### src/rtl/loc_pkg.sv
// Shared encodings for the maze-walker location datapath: command ops,
// move directions and the command FSM states.
package loc_pkg;

  typedef enum logic [1:0] {
    OP_MOVE  = 2'b00,
    OP_POP   = 2'b01,
    OP_CLEAR = 2'b10,
    OP_NOP   = 2'b11
  } op_e;

  // Bit 0 is the step sign (1 = +1) and the XOR of both bits selects the X axis.
  typedef enum logic [1:0] {
    DIR_YDN = 2'b00,
    DIR_XUP = 2'b01,
    DIR_XDN = 2'b10,
    DIR_YUP = 2'b11
  } dir_e;

  typedef enum logic [1:0] {
    ST_IDLE = 2'b00,
    ST_EXEC = 2'b01,
    ST_RESP = 2'b10
  } state_e;

endpackage

### src/rtl/loc_stack.sv
// LIFO of packed (x,y) positions with push/pop/clear and occupancy flags.
// Storage is registered; the top entry is read combinationally.
module loc_stack
  import loc_pkg::*;
#(
  parameter int DW    = 8,
  parameter int DEPTH = 16
) (
  input  logic                   clk,
  input  logic                   rst,
  input  logic                   push,
  input  logic                   pop,
  input  logic                   clear,
  input  logic [DW-1:0]          push_data,
  output logic [DW-1:0]          top_data,
  output logic [$clog2(DEPTH):0] sp,
  output logic                   empty,
  output logic                   full
);

  localparam int AW = $clog2(DEPTH);

  logic [DW-1:0] mem_q [DEPTH];
  logic [AW:0]   sp_q, sp_d;
  logic [AW-1:0] wr_idx, rd_idx;
  logic          wr_en;

  assign wr_idx = sp_q[AW-1:0];
  assign rd_idx = wr_idx - AW'(1);
  assign empty  = (sp_q == '0);
  assign full   = (sp_q == (AW+1)'(DEPTH));
  assign sp     = sp_q;
  assign top_data = mem_q[rd_idx];

  always_comb begin
    sp_d  = sp_q;
    wr_en = 1'b0;
    if (clear) begin
      sp_d = '0;
    end else if (push && !full) begin
      sp_d  = sp_q + (AW+1)'(1);
      wr_en = 1'b1;
    end else if (pop && !empty) begin
      sp_d = sp_q - (AW+1)'(1);
    end
  end

  always_ff @(posedge clk or negedge rst) begin
    if (!rst) begin
      sp_q <= '0;
    end else begin
      sp_q <= sp_d;
    end
  end

  // Entry contents need no reset; only sp decides what is valid.
  always_ff @(posedge clk) begin
    if (wr_en) begin
      mem_q[wr_idx] <= push_data;
    end
  end

endmodule

### src/rtl/loc_tracker.sv
// Maze-walker location datapath: IDLE/EXEC/RESP command FSM, bounded
// one-step moves and a history stack for backtracking.
module loc_tracker
  import loc_pkg::*;
#(
  parameter int W     = 4,
  parameter int XMAX  = 15,
  parameter int YMAX  = 15,
  parameter int DEPTH = 16
) (
  input  logic                   clk,
  input  logic                   rst,
  input  logic                   cmd_valid,
  output logic                   cmd_ready,
  input  logic [1:0]             cmd_op,
  input  logic [1:0]             dir,
  output logic                   resp_valid,
  output logic                   wrong,
  output logic [W-1:0]           x,
  output logic [W-1:0]           y,
  output logic [$clog2(DEPTH):0] sp,
  output logic                   empty,
  output logic                   full
);

  localparam logic [W:0] XLIM = (W+1)'(XMAX);
  localparam logic [W:0] YLIM = (W+1)'(YMAX);

  state_e       state_q, state_d;
  op_e          op_q, op_d;
  logic [1:0]   dir_q, dir_d;
  logic [W-1:0] x_q, x_d, y_q, y_d;
  logic         wrong_q, wrong_d;

  logic         push, pop, clr;
  logic [2*W-1:0] top_data;

  logic         axis_x;
  logic [W:0]   cur, cand, lim;
  logic         move_ok;

  loc_stack #(
    .DW    (2*W),
    .DEPTH (DEPTH)
  ) u_stack (
    .clk       (clk),
    .rst       (rst),
    .push      (push),
    .pop       (pop),
    .clear     (clr),
    .push_data ({x_q, y_q}),
    .top_data  (top_data),
    .sp        (sp),
    .empty     (empty),
    .full      (full)
  );

  // Candidate is one bit wider so a step below 0 shows up as a large value
  // and is caught by the same upper-bound compare as a step past MAX.
  always_comb begin
    axis_x  = ^dir_q;
    cur     = axis_x ? {1'b0, x_q} : {1'b0, y_q};
    cand    = dir_q[0] ? cur + (W+1)'(1) : cur - (W+1)'(1);
    lim     = axis_x ? XLIM : YLIM;
    move_ok = (cand <= lim) && !full;
  end

  always_comb begin
    state_d = state_q;
    op_d    = op_q;
    dir_d   = dir_q;
    x_d     = x_q;
    y_d     = y_q;
    wrong_d = wrong_q;
    push    = 1'b0;
    pop     = 1'b0;
    clr     = 1'b0;

    case (state_q)
      ST_IDLE: begin
        if (cmd_valid) begin
          op_d    = op_e'(cmd_op);
          dir_d   = dir;
          wrong_d = 1'b0;
          state_d = ST_EXEC;
        end
      end
      ST_EXEC: begin
        state_d = ST_RESP;
        case (op_q)
          OP_MOVE: begin
            if (move_ok) begin
              push = 1'b1;
              if (axis_x) x_d = cand[W-1:0];
              else        y_d = cand[W-1:0];
            end else begin
              wrong_d = 1'b1;
            end
          end
          OP_POP: begin
            if (empty) begin
              wrong_d = 1'b1;
            end else begin
              pop = 1'b1;
              x_d = top_data[2*W-1:W];
              y_d = top_data[W-1:0];
            end
          end
          OP_CLEAR: begin
            clr = 1'b1;
            x_d = '0;
            y_d = '0;
          end
          OP_NOP: begin
          end
        endcase
      end
      ST_RESP: begin
        state_d = ST_IDLE;
      end
      default: begin
        state_d = ST_IDLE;
      end
    endcase
  end

  always_ff @(posedge clk or negedge rst) begin
    if (!rst) begin
      state_q <= ST_IDLE;
      op_q    <= OP_NOP;
      dir_q   <= 2'b00;
      x_q     <= '0;
      y_q     <= '0;
      wrong_q <= 1'b0;
    end else begin
      state_q <= state_d;
      op_q    <= op_d;
      dir_q   <= dir_d;
      x_q     <= x_d;
      y_q     <= y_d;
      wrong_q <= wrong_d;
    end
  end

  assign cmd_ready  = (state_q == ST_IDLE);
  assign resp_valid = (state_q == ST_RESP);
  assign wrong      = wrong_q;
  assign x          = x_q;
  assign y          = y_q;

endmodule
### config.mk
export PLATFORM = sky130hd
export DESIGN_NAME = loc_tracker
export DESIGN_NICKNAME = d
export VERILOG_FILES = /design/src/rtl/loc_pkg.sv /design/src/rtl/loc_stack.sv /design/src/rtl/loc_tracker.sv
export SDC_FILE = /design/constraint.sdc
export NUM_CORES = 1
export LEC_CHECK = 0
export ABC_AREA = 1
export BUFFER_PORTS_ARGS = -buffer_cell sky130_fd_sc_hd__buf_2
export CORE_MARGIN = 2
export CORE_UTILIZATION = 48
export DETAILED_ROUTE_END_ITERATION = 6
export GPL_TIMING_DRIVEN = 0
export PLACE_DENSITY_LB_ADDON = 0.05
export SYNTH_ARGS = -nofsm -noshare
export SYNTH_HDL_FRONTEND = slang
export SYNTH_SLANG_ARGS = --single-unit
### constraint.sdc
create_clock -name clk -period 3.98 [get_ports clk]
set_input_delay 0.199 -clock clk [delete_from_list [all_inputs] [get_ports clk]]
set_output_delay 0.199 -clock clk [all_outputs]
set_load 0.1 [all_outputs]
==> flow_metrics.py, run 1 <==
metrics = {
    "clock_network": {
        "cts.sinks": 148,
        "clock_latency_ns": 0.42,
        "cts-root-buf": "clkbuf_16",
        "clk_pin_slew_worst_paths_ns": 0.06,
        "h-tree-depth": 4,
        "cts_tree": "done",
        "clockBufferDepth": 2,
        "cts_buffers": 17,
    },
    "route": {
        "ant_nets": 0,
        "firstDrtPassIters": 5,
        "finalWirelength_um": 16600,
        "remaining_drc_errors": 0,
        "vias": 4714,
        "via_per_inst": 5.43,
        "drt_iter0_drc": 414,
        "wl_per_cell_um": 19.1,
    },
    "final_layout": {
        "area_delta_synth_final_pct": 14.7,
        "final_common_cell": "nand2_1",
        "final_cell_mix": "200 x nand2_1, 140 x nand3_1, 128 x edfxtp_1, 36 x buf_2, 26 x inv_1",
        "fin_cells": 868,
        "layout.nets": 699,
        "utilization": 0.561,
        "antenna_cells": 0,
        "drive_gt1_frac": 0.142,
        "fillCellCount": 1257,
    },
    "sta": {
        "setup_tns_ns": 0,
        "relSlewSlack": 0.459,
        "timing.final.crit_share": 0.944,
        "setup_violations": 0,
        "hold_violations": 0,
        "rsz0062_at_grt": "no",
        "tightest_slew_ns": 0.808,
        "period_needed_ns": 3.76,
        "finalMaxSlewViolations": 0,
        "max_freq_ghz": 0.266,
        "hold_slack_ns": 0.0112,
        "finClkSkew_ns": 0.00592,
    },
    "synth": {
        "synth_area_mm2": 0.00674,
        "synth-warning-count": 0,
        "synth_top_family_by_area": "simple AND/OR/NAND/NOR gates",
        "yosysTopAreaCell": "edfxtp_1",
        "synth-adder-area-share": 0.0338,
        "ys_ff_latch": 148,
        "syn_nets": 652,
        "postSynthAreaPerCell_um2": 10.7,
        "synth-xor-area-share": 0.0117,
        "ys_types": 36,
        "syn_inst": 628,
        "synthSimpleGateAreaFrac": 0.254,
        "yosysSeqAreaShare": 0.645,
        "synth-compound-area-share": 0.0188,
        "yosys-top-cells-area": "edfxtp_1 57%, nand2_1 11%, nand3_1 10%",
        "yosysTopAreaCellShare": 0.570,
        "synthMuxAreaShare": 0,
    },
    "grt": {
        "gr-usage-all-layers": 0.239,
        "grt_antenna_before_repair": 0,
        "gr-total-overflow": 0,
        "grt_pass1_vias": 4579,
        "grt_pass1_wl_um": 25500,
        "grt_max_degree": 21,
    },
    "worst_setup_path": {
        "crit_type": "reg2reg",
        "crit_required_ns": 4.02,
        "crit_slowest_cell": "dfrtp_1",
        "cp_max_fo": 19,
        "endpoint_kind": "flip-flop",
        "crit_family": "simple AND/OR/NAND/NOR gates",
        "start_kind": "flip-flop",
        "max_stage_delay_ns": 0.83,
        "critPathBufInv": 2,
        "crit_top_cell": "inv_1",
        "worstPathCellList": "inv_1, o21ai_0, inv_1, fa_1, nand3b_1, nand3_1, nand2_1, nor2_4, nand3_4, nor2_8, nand2_4, nor2_1",
        "cp.arrival_ns": 3.80,
    },
    "place": {
        "io_buffers": 24,
        "place_hpwl_um": 11200,
        "dp.cells": 832,
        "place_congestion": 0.869,
    },
    "pwr": {
        "p_leak_nw": 3.13,
        "ir_drop_uv": 587,
        "p_per_area_mw_per_mm2": 886,
    },
    "die": {
        "die_x_um": 122,
        "num_rows": 43,
        "die_y_um": 122,
        "initial_core_util": 0.489,
        "ios": 25,
        "core_region_area_mm2": 0.0138,
        "die-area_mm2": 0.0150,
    },
    "outcome": {
        "outcome": "complete, no violations",
    },
    "hold_path": {
        "min-delay-path-class": "in2reg",
    },
    "run": {
        "drv_cap": 0,
    },
}
final timing paths:
check,cells after the start,endpoint,start,slack (ns)
setup / recovery,12,u_stack.mem_q[8][0]$_DFFE_PP_,y[1]$_DFFE_PN0P_,0.22
hold / removal,3,op_q[1]$_DFFE_PN1P_,cmd_op[1],0.01
setup reg to reg,12,u_stack.mem_q[8][0]$_DFFE_PP_,y[1]$_DFFE_PN0P_,0.22
hold reg to reg,2,wrong$_DFFE_PN0P_,wrong$_DFFE_PN0P_,0.53
max in group asynchronous,2,op_q[0]$_DFFE_PN1P_,rst,3.36
min in group asynchronous,2,x[3]$_DFFE_PN0P_,rst,0.27
logic make-up (layout without fill, tap and decap cells):
kind of cell    after synthesis  in the layout
flops                       148            148
buf+inv                      57            117
compound gates               22             22
xor+xnor                      6              6
fa+ha+maj                    17             17
simple gates                378            378
state kept, by name, summed over array words and instances (netlist names):
name,flops
u_stack.mem_q,128
u_stack.sp,5
x,4
y,4
dir_q,2
op_q,2
state_q,2
wrong,1
worst min-delay path: cells and delay by family:
family | cells | cell delay [ns]
AND/OR/NAND/NOR | 1 | 0.04
buffers and inverters | 1 | 0.08
AO/OA/AOI/OAI | 1 | 0.07
metrics by stage:
| stage | worst slack (ns) | power (W) | area [um^2] |
|---|---|---|---|
| final | 0.224 | 0.00685 | 7730 |
| after global routing | 0.0369 | 0.00722 | 7730 |
| after CTS | 0.117 | 0.00686 | 7720 |
| after detailed placement | 0.134 | 0.00524 | 7080 |
| after global placement | 0.209 | 0.00518 | 7080 |
| after floorplan | 0.261 | 0.00434 | 6740 |
synth_stat cells (all sizes together):
master	instances
dfstp	2
a31oi	1
nand2	205
a211o	1
inv	32
fa	2
ha	15
nor3	1
nand3	144
buf	15
nand3b	2
nand4	1
dfrtp	18
o21ai	11
nor2	24
xnor2	4
xor2	2
a21oi	9
and2	1
edfxtp	128
clkbuf	10
where the power goes:
part | internal [W] | switching [W]
Combinational | 0.000797 | 0.00220
Sequential | 0.00194 | 0.000296
Clock | 0.00102 | 0.000593
Total | 0.00376 | 0.00309
routing by layer:
metal | vias to the layer above | wire length, um | global-route usage
li1 | 2267 | - | -
met5 | - | 0 | 0
met4 | 0 | 306 | 0.0754
met2 | 168 | 8000 | 0.387
met1 | 2259 | 7250 | 0.323
met3 | 20 | 1020 | 0.0544
final cells by class:
type | instances | area (um^2) | share of cell area
sequential | 148 | 4350 | 0.563
multi-input combinational | 423 | 2150 | 0.278
clock buffer | 24 | 472 | 0.0610
tap | 180 | 225 | 0.0291
timing repair buffer | 28 | 160 | 0.0207
buffer | 25 | 125 | 0.0162
clock inverter | 8 | 124 | 0.0160
inverter | 32 | 123 | 0.0159
repair_timing:
item                                   4_1_cts  5_1_grt
setup endpoints to repair                    0      102
setup buffers                                0        0
gates resized for setup                      0        5
hold buffers                                 4        0
endpoints found under the hold margin       21        0
Note: power is estimated with default switching activity, not from simulation.
==> run 2, diff against run 1 <==
==> constraint.sdc (replaced) <==
create_clock -name clk -period 4.8 [get_ports clk]
set_input_delay 0.24 -clock clk [delete_from_list [all_inputs] [get_ports clk]]
set_output_delay 0.24 -clock clk [all_outputs]
set_load 0.1 [all_outputs]
==> run 2 against run 1 <==
  * Combinational power is 17% lower
  * Via count is 0.85% lower
  * Final cell count is 0.35% lower
==> flow_metrics.py, run 2 (synthesized netlist as in run 1, its figures left out) <==
metrics = {
    "final_layout": {
        "area_delta_synth_final_pct": 14.1,
        "layout.nets": 696,
        "fillCellCount": 1259,
        "final_common_cell": "nand2_1",
        "largest_reg_flops": 128,
        "drive_gt1_frac": 0.136,
        "antenna_cells": 0,
        "top_register": "u_stack.mem_q",
        "final_cell_mix": "200 x nand2_1, 140 x nand3_1, 128 x edfxtp_1, 36 x buf_2, 26 x inv_1",
        "seqCellArea_mm2": 0.00435,
        "multi_input_area_mm2": 0.00214,
    },
    "clock_network": {
        "cts_buffers": 17,
        "cts_tree": "done",
        "clk_pin_slew_worst_paths_ns": 0.06,
        "post_cts_resized": 0,
        "clockBufferDepth": 2,
        "h-tree-depth": 4,
        "cts-root-buf": "clkbuf_16",
        "clock_latency_ns": 0.42,
        "cts.sinks": 148,
    },
    "sta": {
        "timing.final.crit_share": 0.807,
        "setup_violations": 0,
        "period_needed_ns": 3.88,
        "max_freq_ghz": 0.258,
        "hold_violations": 0,
        "finalMaxSlewViolations": 0,
        "hold_slack_ns": 0.0313,
        "rsz0062_at_grt": "no",
        "tightest_slew_ns": 0.894,
        "finClkSkew_ns": 0.00539,
        "relSlewSlack": 0.402,
        "setup_tns_ns": 0,
    },
    "grt": {
        "grt_max_degree": 21,
        "gr-usage-all-layers": 0.239,
        "gr-total-overflow": 0,
        "grt_pass1_vias": 4559,
        "grt_pass1_wl_um": 25400,
        "grt_antenna_before_repair": 0,
    },
    "route": {
        "ant_nets": 0,
        "firstDrtPassIters": 5,
        "wl_per_cell_um": 19.1,
        "via_per_inst": 5.40,
        "vias": 4674,
        "drt_iter0_drc": 416,
        "finalWirelength_um": 16500,
        "remaining_drc_errors": 0,
    },
    "die": {
        "die_x_um": 122,
        "die_y_um": 122,
        "core_region_area_mm2": 0.0138,
        "ios": 25,
        "initial_core_util": 0.489,
        "die-area_mm2": 0.0150,
        "num_rows": 43,
    },
    "pwr": {
        "p_per_area_mw_per_mm2": 737,
        "ir_drop_uv": 487,
        "p_leak_nw": 3.12,
        "p_total_w": 0.00567,
    },
    "worst_setup_path": {
        "crit_type": "reg2reg",
        "crit_slowest_cell": "dfrtp_1",
        "cp.arrival_ns": 3.92,
        "endpoint_kind": "flip-flop",
        "critPathBufInv": 2,
        "crit_family": "simple AND/OR/NAND/NOR gates",
        "worstPathCellList": "inv_1, nand3_1, and2_4, inv_1, fa_1, nand3b_1, nand3_1, nand2_1, nor2_4, nand3_4, nor2_8, nand2_4, nor2_1",
        "crit_required_ns": 4.84,
        "start_kind": "flip-flop",
        "cp_max_fo": 19,
        "max_stage_delay_ns": 0.86,
    },
    "place": {
        "io_buffers": 24,
        "place_hpwl_um": 11200,
        "place_congestion": 0.869,
    },
    "hold_path": {
        "min-delay-path-class": "in2reg",
    },
    "outcome": {
        "outcome": "complete, no violations",
    },
    "run": {
        "drv_cap": 0,
    },
}
==> run 2: per-layer routing <==
metal	GRT usage	up-vias	wire (um)
li1	-	2260	-
met1	0.323	2265	7420
met3	0.0544	20	850
met4	0.0754	0	299
met2	0.385	129	7920
met5	0	-	0
==> run 2: worst paths after layout <==
| path | startpoint | endpoint | slack [ns] | cells after the start |
|---|---|---|---|---|
| setup reg to reg | x[0]$_DFFE_PN0P_ | u_stack.mem_q[12][0]$_DFFE_PP_ | 0.92 | 13 |
| min in group asynchronous | rst | y[0]$_DFFE_PN0P_ | 0.31 | 2 |
| hold / removal | dir[0] | dir_q[0]$_DFFE_PN0P_ | 0.03 | 3 |
| setup / recovery | x[0]$_DFFE_PN0P_ | u_stack.mem_q[12][0]$_DFFE_PP_ | 0.92 | 13 |
| hold reg to reg | wrong$_DFFE_PN0P_ | wrong$_DFFE_PN0P_ | 0.52 | 2 |
| max in group asynchronous | rst | op_q[0]$_DFFE_PN1P_ | 4.14 | 2 |
==> run 2: repair_timing <==
action                                 4_1_cts  5_1_grt
hold buffers                                 1        0
setup buffers                                0        0
endpoints found under the hold margin       18        0
==> run 2: area by class of cell <==
cell class / count / share of cell area
buffer: 25 / 0.0163
clock buffer: 24 / 0.0613
multi-input combinational: 423 / 0.279
timing repair buffer: 25 / 0.0169
inverter: 32 / 0.0159
clock inverter: 8 / 0.0161
tap: 180 / 0.0293
sequential: 148 / 0.565
==> run 2: metrics by stage <==
step	area, um^2	setup WS (ns)	utilization	cells
global placement	7080	1.03	0.514	832
detailed placement	7080	0.954	0.514	832
global route	7690	0.702	0.558	865
floorplan	6740	1.08	-	628
CTS	7690	0.937	0.558	865
finish	7690	0.925	0.558	865
==> run 2: power by group <==
part	internal, W	total (W)	switching, W
sequential	0.00161	0.00185	0.000244
combinational	0.000659	0.00248	0.00182
clock	0.000845	0.00134	0.000492
total	0.00311	0.00567	0.00256
==> run 2: worst reg2reg max path: stages (launching register included) <==
cell	delay, ns
dfrtp_1	0.86
inv_1	0.09
nand3_1	0.15
and2_4	0.17
inv_1	0.08
fa_1	0.44
nand3b_1	0.20
nand3_1	0.10
nand2_1	0.08
nor2_4	0.14
nand3_4	0.19
nor2_8	0.21
nand2_4	0.09
nor2_1	0.69
